`config.mk`:
```
export PLATFORM = sky130hd
export DESIGN_NAME = pc_branch_ctrl_flat
export DESIGN_NICKNAME = d
export VERILOG_FILES = /design/src/rtl/pc_branch_if.sv /design/src/rtl/pc_branch_ctrl.sv /design/src/flat_wrapper.sv
export SDC_FILE = /design/constraint.sdc
export NUM_CORES = 1
export LEC_CHECK = 0
export ABC_CLOCK_PERIOD_IN_PS = 2000
export CAP_MARGIN = 5
export CORE_MARGIN = 4
export CORE_UTILIZATION = 31
export DETAILED_ROUTE_END_ITERATION = 8
export PLACE_DENSITY = 0.46
export RECOVER_POWER = 100
export SETUP_SLACK_MARGIN = 0.02
export SYNTH_ARGS = -nofsm -noshare
export SYNTH_HDL_FRONTEND = slang
export SYNTH_SLANG_ARGS = --single-unit
```
`constraint.sdc`:
```
create_clock -name clk -period 2 [get_ports clk]
set_input_delay 0.2 -clock clk [delete_from_list [all_inputs] [get_ports clk]]
set_output_delay 0.2 -clock clk [all_outputs]
set_load 0.01 [all_outputs]
```
`src/rtl/pc_branch_if.sv`:
```
// pc_branch_if: bundles the control, jump and branch-target-table signals
// between the decode/ALU side (master) and pc_branch_ctrl (slave).
// Optional macro BRANCH_COUNT_EN adds the branch_count status bus.
interface pc_branch_if #(
    parameter int PC_W      = 10,
    parameter int LUT_IDX_W = 4
);
    logic                 start;
    logic                 jump_flag;
    logic [LUT_IDX_W-1:0] jump_idx;
    logic                 halt_req;
    logic                 stall;
    logic                 lut_we;
    logic [LUT_IDX_W-1:0] lut_waddr;
    logic [PC_W-1:0]      lut_wdata;
    logic [PC_W-1:0]      pc;
    logic                 fetch_valid;
    logic                 branch_taken;
    logic                 done;
`ifdef BRANCH_COUNT_EN
    logic [15:0]          branch_count;
`endif

    modport master (
        output start, jump_flag, jump_idx, halt_req, stall,
        output lut_we, lut_waddr, lut_wdata,
`ifdef BRANCH_COUNT_EN
        input  branch_count,
`endif
        input  pc, fetch_valid, branch_taken, done
    );

    modport slave (
        input  start, jump_flag, jump_idx, halt_req, stall,
        input  lut_we, lut_waddr, lut_wdata,
`ifdef BRANCH_COUNT_EN
        output branch_count,
`endif
        output pc, fetch_valid, branch_taken, done
    );
endinterface

```
`src/rtl/pc_branch_ctrl.sv`:
```
// pc_branch_ctrl: program counter and branch resolution unit. Sequences
// fetch through IDLE -> RUN -> (FLUSH after a taken branch) -> HALT and
// redirects the PC through a loadable branch-target table indexed by the
// ALU jump index. All outputs are registered.
// Optional macro BRANCH_COUNT_EN adds a saturating 16-bit count of
// accepted taken branches on bus.branch_count.
module pc_branch_ctrl #(
    parameter int          PC_W       = 10,
    parameter int          LUT_IDX_W  = 4,
    parameter int unsigned START_ADDR = 0
) (
    input logic        clk,
    input logic        reset,
    pc_branch_if.slave bus
);
    localparam int              LUT_DEPTH = 2 ** LUT_IDX_W;
    localparam logic [PC_W-1:0] START_PC  = PC_W'(START_ADDR);
    localparam logic [PC_W-1:0] PC_ONE    = {{(PC_W-1){1'b0}}, 1'b1};

    typedef enum logic [1:0] {
        ST_IDLE  = 2'd0,
        ST_RUN   = 2'd1,
        ST_FLUSH = 2'd2,
        ST_HALT  = 2'd3
    } state_t;

    state_t          state_r;
    state_t          state_s;
    logic [PC_W-1:0] pc_r;
    logic [PC_W-1:0] pc_s;
    logic            fetch_valid_r;
    logic            fetch_valid_s;
    logic            branch_taken_r;
    logic            branch_taken_s;
    logic            done_r;
    logic            done_s;
    logic            start_accept_s;
    logic            branch_accept_s;
    logic [PC_W-1:0] lut_r [LUT_DEPTH];
    logic [PC_W-1:0] lut_rdata_s;

    // Target read straight from registered storage, so a same-cycle write sees the old entry.
    always_comb begin
        lut_rdata_s = lut_r[bus.jump_idx];
    end

    // Next-state and next-output decode; halt beats jump beats stall beats increment in RUN.
    always_comb begin
        state_s         = state_r;
        pc_s            = pc_r;
        fetch_valid_s   = 1'b0;
        branch_taken_s  = 1'b0;
        done_s          = 1'b0;
        start_accept_s  = 1'b0;
        branch_accept_s = 1'b0;
        case (state_r)
            ST_IDLE: begin
                if (bus.start) begin
                    state_s        = ST_RUN;
                    pc_s           = START_PC;
                    fetch_valid_s  = 1'b1;
                    start_accept_s = 1'b1;
                end else begin
                    state_s = ST_IDLE;
                end
            end
            ST_RUN: begin
                if (bus.halt_req) begin
                    state_s = ST_HALT;
                    done_s  = 1'b1;
                end else if (bus.jump_flag) begin
                    state_s         = ST_FLUSH;
                    pc_s            = lut_rdata_s;
                    branch_taken_s  = 1'b1;
                    branch_accept_s = 1'b1;
                end else if (bus.stall) begin
                    fetch_valid_s = 1'b1;
                end else begin
                    pc_s          = pc_r + PC_ONE;
                    fetch_valid_s = 1'b1;
                end
            end
            ST_FLUSH: begin
                // The squashed slot ignores jump, stall and halt; the target is fetched next.
                state_s       = ST_RUN;
                fetch_valid_s = 1'b1;
            end
            ST_HALT: begin
                if (bus.start) begin
                    state_s        = ST_RUN;
                    pc_s           = START_PC;
                    fetch_valid_s  = 1'b1;
                    start_accept_s = 1'b1;
                end else begin
                    done_s = 1'b1;
                end
            end
            default: begin
                state_s = ST_IDLE;
                pc_s    = START_PC;
            end
        endcase
    end

    // State and output registers; reset discards any pending flush or branch.
    always_ff @(posedge clk) begin
        if (reset) begin
            state_r        <= ST_IDLE;
            pc_r           <= START_PC;
            fetch_valid_r  <= 1'b0;
            branch_taken_r <= 1'b0;
            done_r         <= 1'b0;
        end else begin
            state_r        <= state_s;
            pc_r           <= pc_s;
            fetch_valid_r  <= fetch_valid_s;
            branch_taken_r <= branch_taken_s;
            done_r         <= done_s;
        end
    end

    // Branch-target table: cleared by reset, otherwise written in any state.
    always_ff @(posedge clk) begin
        if (reset) begin
            for (int i = 0; i < LUT_DEPTH; i++) begin
                lut_r[i] <= {PC_W{1'b0}};
            end
        end else if (bus.lut_we) begin
            lut_r[bus.lut_waddr] <= bus.lut_wdata;
        end
    end

    assign bus.pc           = pc_r;
    assign bus.fetch_valid  = fetch_valid_r;
    assign bus.branch_taken = branch_taken_r;
    assign bus.done         = done_r;

`ifdef BRANCH_COUNT_EN
    logic [15:0] branch_count_r;

    // Saturating count of accepted taken branches, restarted by every accepted start.
    always_ff @(posedge clk) begin
        if (reset) begin
            branch_count_r <= 16'h0000;
        end else if (start_accept_s) begin
            branch_count_r <= 16'h0000;
        end else if (branch_accept_s && (branch_count_r != 16'hFFFF)) begin
            branch_count_r <= branch_count_r + 16'h0001;
        end
    end

    assign bus.branch_count = branch_count_r;
`else
    logic unused_accept_s;

    // Accept strobes only feed the optional counter; fold them so they stay referenced.
    always_comb begin
        unused_accept_s = start_accept_s & branch_accept_s;
    end
`endif
endmodule

```
`src/flat_wrapper.sv`:
```
// flat-port wrapper written by rule: the top's interface ports become plain ports
module pc_branch_ctrl_flat 
#(
    parameter int          PC_W       = 10,
    parameter int          LUT_IDX_W  = 4,
    parameter int unsigned START_ADDR = 0
)
  (clk, reset, bus_start, bus_jump_flag, bus_jump_idx, bus_halt_req, bus_stall, bus_lut_we, bus_lut_waddr, bus_lut_wdata, bus_pc, bus_fetch_valid, bus_branch_taken, bus_done);
  pc_branch_if #(.PC_W(PC_W), .LUT_IDX_W(LUT_IDX_W)) bus_i ();
  input logic clk;
  input logic reset;
  input wire logic [$bits(bus_i.start)-1:0] bus_start;
  input wire logic [$bits(bus_i.jump_flag)-1:0] bus_jump_flag;
  input wire logic [$bits(bus_i.jump_idx)-1:0] bus_jump_idx;
  input wire logic [$bits(bus_i.halt_req)-1:0] bus_halt_req;
  input wire logic [$bits(bus_i.stall)-1:0] bus_stall;
  input wire logic [$bits(bus_i.lut_we)-1:0] bus_lut_we;
  input wire logic [$bits(bus_i.lut_waddr)-1:0] bus_lut_waddr;
  input wire logic [$bits(bus_i.lut_wdata)-1:0] bus_lut_wdata;
  output wire logic [$bits(bus_i.pc)-1:0] bus_pc;
  output wire logic [$bits(bus_i.fetch_valid)-1:0] bus_fetch_valid;
  output wire logic [$bits(bus_i.branch_taken)-1:0] bus_branch_taken;
  output wire logic [$bits(bus_i.done)-1:0] bus_done;
  assign bus_i.start = bus_start;
  assign bus_i.jump_flag = bus_jump_flag;
  assign bus_i.jump_idx = bus_jump_idx;
  assign bus_i.halt_req = bus_halt_req;
  assign bus_i.stall = bus_stall;
  assign bus_i.lut_we = bus_lut_we;
  assign bus_i.lut_waddr = bus_lut_waddr;
  assign bus_i.lut_wdata = bus_lut_wdata;
  assign bus_pc = bus_i.pc;
  assign bus_fetch_valid = bus_i.fetch_valid;
  assign bus_branch_taken = bus_i.branch_taken;
  assign bus_done = bus_i.done;
  pc_branch_ctrl #(.PC_W(PC_W), .LUT_IDX_W(LUT_IDX_W), .START_ADDR(START_ADDR)) u_core (.clk(clk), .reset(reset), .bus(bus_i));
endmodule
```
### After elaboration in Yosys (flattened, before gate mapping)

Memory sizes are Yosys's and may differ from the RTL's.
Index checks and enable logic that the tools add are counted.

* $add $sub $neg: 1
* multipliers: 0
* div/mod/pow operators: 0
* order comparisons: 0
* equality and inequality tests: 8
* shift-type cells: 0
* mux-type cells: 26
* bitwise logic cells: 1
* reductions and logical operators: 7

Operators by type and width (number)
* $mux 10: 5
* $pmux 10 s2: 1
* $mux 1: 13
* $add 10x1->10 const B: 1
* $reduce_or 10->1: 1
* $pmux 2 s4: 1
* $mux 2: 3
* $ne 3x3->1 const B: 2
* $eq 2x2->1 const B: 2
* $mux 4: 1
* $ne 2x2->1 const B: 2
* $reduce_and 4->1: 1
* $pmux 1 s3: 1
* $reduce_or 3->1: 1
* $eq 2x1->1 const B: 1
* $logic_not 2->1: 1
* $ne 2x1->1 const B: 1
* $pmux 1 s2: 1
* $reduce_and 2->1: 1
* $reduce_bool 2->1: 1
* $reduce_or 2->1: 1
* $not 1->1: 1

* register bits after elaboration: 15
* latch bits: 0
* bits in writable memories: 160
* memory bits (read-only): 0
* memories kept: 1

Memories
* u_core.lut_r: depth 16, width 10, rd ports 1, clocked after memory_dff 0, wr ports 16, line pc_branch_ctrl.sv:39 `logic [PC_W-1:0] lut_r [LUT_DEPTH];`

### Depth between registers and ports, before layout

* depth after elaboration: 5
* depth in mapped cells: 8
* gate-level depth less buffers: 7

### Worst setup path after synthesis

OpenSTA, ideal clock, no wires.

* path type: register to register
* start: reg u_core.state_r[0]
* end: reg u_core.pc_r[1], in the netlist u_core.bus.pc[1]
* arrival time: 1615 ps
* setup slack: 254 ps
* cell stages (with the launch flop): 8
* path buffers: 0
* period minus slack after synthesis: 1746 ps
* cells stage by stage: dfxtp_1 inv_1 ha_1 nor2b_1 a21o_1 nand2_1 a2111oi_0 nor3_1

* cells in the longest elaborated chain, start to end: 4
* elaborated cells between the ends (all ways): 10

RTL lines
* start, declared: line pc_branch_ctrl.sv:27 `state_t state_r;`
* start signal, assigned: line pc_branch_ctrl.sv:114 `state_r <= state_s;`
* $eq 2x2->1 or $logic_not 2->1 (tied branches)
* $reduce_or 2->1 (no line)
* $ne 2x1->1 (no line) or $reduce_bool 2->1 (tied branches)
* $reduce_and 4->1 (no line)
* end signal, assigned: line pc_branch_ctrl.sv:115 `pc_r <= pc_s;`
* end, declared: line pc_branch_ctrl.sv:29 `logic [PC_W-1:0] pc_r;`

Several ways; a longest one is shown, not always the timed one.
A chain may end at the register's enable or synchronous reset.

==> impl_metrics.csv <==
group,metric,value,unit
run_status,status,"completed",
synthesis,synth.area.top_cells,"edfxtp_1 58%, and2_1 12%, mux4_2 8.9%, dfxtp_1 3.6%, mux4_1 2.5%",
final_layout,final_cell_mix,"160 x edfxtp_1, 81 x and2_1, 80 x and2_0",
detailed_routing,top_layer_used,"met4",
detailed_routing,drt-pass1-iter-count,5,
place,dp_hpwl,16300,um
setup_path,endpoint_kind,"flip-flop",
timing,drv_slew,0,
cts,cts-root-buf,"clkbuf_16",
die,fp.dieH,172,um
timing,setup-violations-final,0,
setup_path,cp.depth,6,
setup_path,critical_path.max_stage_delay,0.64,ns
synthesis,synth_edf_count,160,
timing,finalCriticalPeriod,1.89,ns
cts,cts_made_buffers,17,
synthesis,syn_inst,587,
final_layout,fin_nets,699,
detailed_routing,wl_met2,11200,um
global_routing,grt_pass1_wl,34300,um
setup_path,crit_end,"u_core.lut_r[10][4]",
detailed_routing,drc,0,
setup_path,critPathRequiredTime,2.06,ns
die,rows,59,
final_layout,drive_gt1_share,21.3,%
setup_path,rr_worst_depth,6,
power_and_ir_drop,combPwrFrac,11.4,%
setup_path,crit_type,"input port to flip-flop",
power_and_ir_drop,swShare,24.0,%
setup_path,r2r-end,"u_core.bus.pc[1]",
detailed_routing,detailroute.via_count,5105,
synthesis,synth_top_area_share,57.7,%
setup_path,reg2reg_from,"u_core.lut_r[2][1]",
final_layout,area_delta_synth_final,19.4,%
detailed_routing,wl_per_cell,23.1,um
die,coreArea,26200,um2
synthesis,syn_area_per_cell,14.2,um2
synthesis,ys_ff_latch,175,
power_and_ir_drop,power_frac_seq,51.7,%
min_path,hold_class,"input port to flip-flop",
timing,period_share,94.6,%
cts,ctsHtreeMaxLevel,4,
power_and_ir_drop,p_leak,3.49,nW
min_path,whs_path_depth,4,
timing,relSlewSlack,53.2,%
final_layout,post-route-util,37.9,%
synthesis,syn_nets,617,
die,die_area,29500,um2
synthesis,synth_flop_cell,"edfxtp_1",
power_and_ir_drop,p_per_area,838,nW/um2
timing,rsz0062_at_grt,"no",
place,place_inst,984,
power_and_ir_drop,p_sw,2.00,mW
final_layout,mostFrequentLayoutCell,"edfxtp_1",
cts,hold_buffers,0,
cts,clock-sinks,175,
setup_path,startpoint,"reset",
global_routing,gr-usage-all-layers,16.3,%
global_routing,grt_overflow,0,
place,gp_congestion,0.794,
final_layout,num_antenna_cells,0,
setup_path,critPathSlowestCell,"dlygate4sd3_1",
power_and_ir_drop,peakVddDrop,0.429,mV
final_layout,stdcell_count,1017,
cts,cts_buffer_depth,2,
synthesis,syn_area,8320,um2
setup_path,rrSetupSlack,0.12,ns
cts,cts_tree,"yes",
power_and_ir_drop,clock_power_share,36.9,%
final_layout,fill_cells,2504,
detailed_routing,final_antenna_net_count,0,
power_and_ir_drop,p_int,6.33,mW
global_routing,grt_max_degree,17,
die,initial_core_util,31.8,%
detailed_routing,met1_length,11000,um
timing,whs,0.495,ns
setup_path,worst_path_most_repeated_cell,"nor2_1",
timing,worstMarginPinSlew,0.700,ns
synthesis,seq_area_frac_synth,61.3,%
setup_path,worstPathArrival,1.95,ns
detailed_routing,first_iter_violations,381,
setup_path,critPathBufInv,1,
setup_path,path_max_fanout,10,
global_routing,grt_antenna_before_repair,1,
synthesis,yosysTopAreaCell,"edfxtp_1",
cts,path_clk_slew,0.07,ns
place,io_buffers,37,
setup_path,cp_top_family,"simple AND/OR/NAND/NOR gates",
detailed_routing,viasPerCell,5.02,
setup_path,start_kind,"input port",
setup_path,crit_chain,"dlygate4sd3_1 > nand2b_1 > nor2_1 > nand2_1 > nor2_1 > or2_1",
timing,fin_skew,0.00929,ns
cts,clock_latency,0.42,ns
die,ios,38,
synthesis,yosysUniqueCellTypes,49,
global_routing,grt_pass1_vias,5217,
die,die_w,172,um
synthesis,yosysWarningCount,0,
synthesis,ys_async_sr_fraction,0,%
timing,max_freq,0.529,GHz
detailed_routing,route.met3.wl,949,um
job,drv_cap,0,
timing,hold_violations,0,
detailed_routing,drt-total-wl,23500,um
flip-flops by register name (all words and copies together), names as in the netlist:
name / count
u_core.bus.fetch_valid: 1
u_core.bus.done: 1
u_core.bus.branch_taken: 1
u_core.lut_r: 160
u_core.bus.pc: 10
u_core.state_r: 2
metal layers:
metal	global-route usage [%]	up-vias
met4	4.17	0
met5	0	-
met3	3.29	21
met1	22.8	2620
li1	-	2328
met2	26.3	136
cells by family (layout without fill, tap and decap cells):
family	count (synthesis)	count (layout)	synth area share, %
AND/OR/NAND/NOR	259	259	18.3
flip-flops	175	175	61.3
multiplexers	58	58	13.6
buffers and inverters	47	142	2.60
AO/OA/AOI/OAI	41	41	3.19
adder cells (fa/ha/maj)	5	5	0.752
XOR/XNOR	2	2	0.211
cell usage after synthesis, types with 7 or more instances:
master / instances
a21oi_1: 11
and2_1: 162
buf_2: 8
clkbuf_1: 31
dfxtp_1: 15
edfxtp_1: 160
mux2_2: 8
mux2i_1: 9
mux4_1: 8
mux4_2: 33
nand2_1: 15
nand3_1: 7
nor2_1: 25
nor3_1: 8
or2_2: 17
how the worst min path moves through the flow:
stage | start | to
finish | bus_jump_idx[0] | u_core.bus.pc[9]
global route | bus_halt_req | u_core.bus.done
CTS | bus_halt_req | u_core.bus.done
detailed placement | u_core.bus.pc[5] | u_core.bus.pc[5]
global placement | u_core.state_r[1] | u_core.state_r[1]
floorplan | bus_jump_flag | u_core.bus.branch_taken
metrics by stage:
step | total power [mW] | instance area [um2] | setup slack, ns | setup TNS [ns]
2_1_floorplan | 4.84 | 8320 | 0.254 | 0
3_3_place_gp | 5.35 | 9560 | -0.186 | -7.88
3_5_place_dp | 5.37 | 9560 | -0.169 | -7.57
4_1_cts | 8.43 | 10100 | 0.0703 | 0
5_1_grt | 8.61 | 9940 | 0.0159 | 0
6_report | 8.33 | 9940 | 0.108 | 0
tightest hold or removal path, stage by stage:
cell    delay [ns]
buf_2         0.13
buf_4         0.30
a41o_1        0.21
nor4_1        0.04
final cells by class:
class                   instances  area [um2]  area share (%)
inverters                       4        15.0           0.151
flip-flops and latches        175        5100            51.4
clock buffers                  20         437            4.39
well taps                     335         419            4.22
repair buffers                106         843            8.49
multi-input cells             365        3020            30.4
clock inverters                12        96.3           0.970
power groups by stage:
| stage | Combinational, mW | Clock (mW) | Sequential [mW] |
|---|---|---|---|
| floorplan | 0.506 | 0 | 4.34 |
| global placement | 0.970 | 0 | 4.38 |
| detailed placement | 0.982 | 0 | 4.39 |
| CTS | 0.989 | 3.13 | 4.31 |
| global route | 1.01 | 3.27 | 4.32 |
| finish | 0.948 | 3.07 | 4.31 |
what timing repair did:
action | CTS | global route
buffers inserted | 0 | 1
gates resized for setup | 3 | 5
hold endpoints to repair | 0 | 0
endpoints found under the setup margin | 3 | 8
Power figures use the tool's default switching activity.
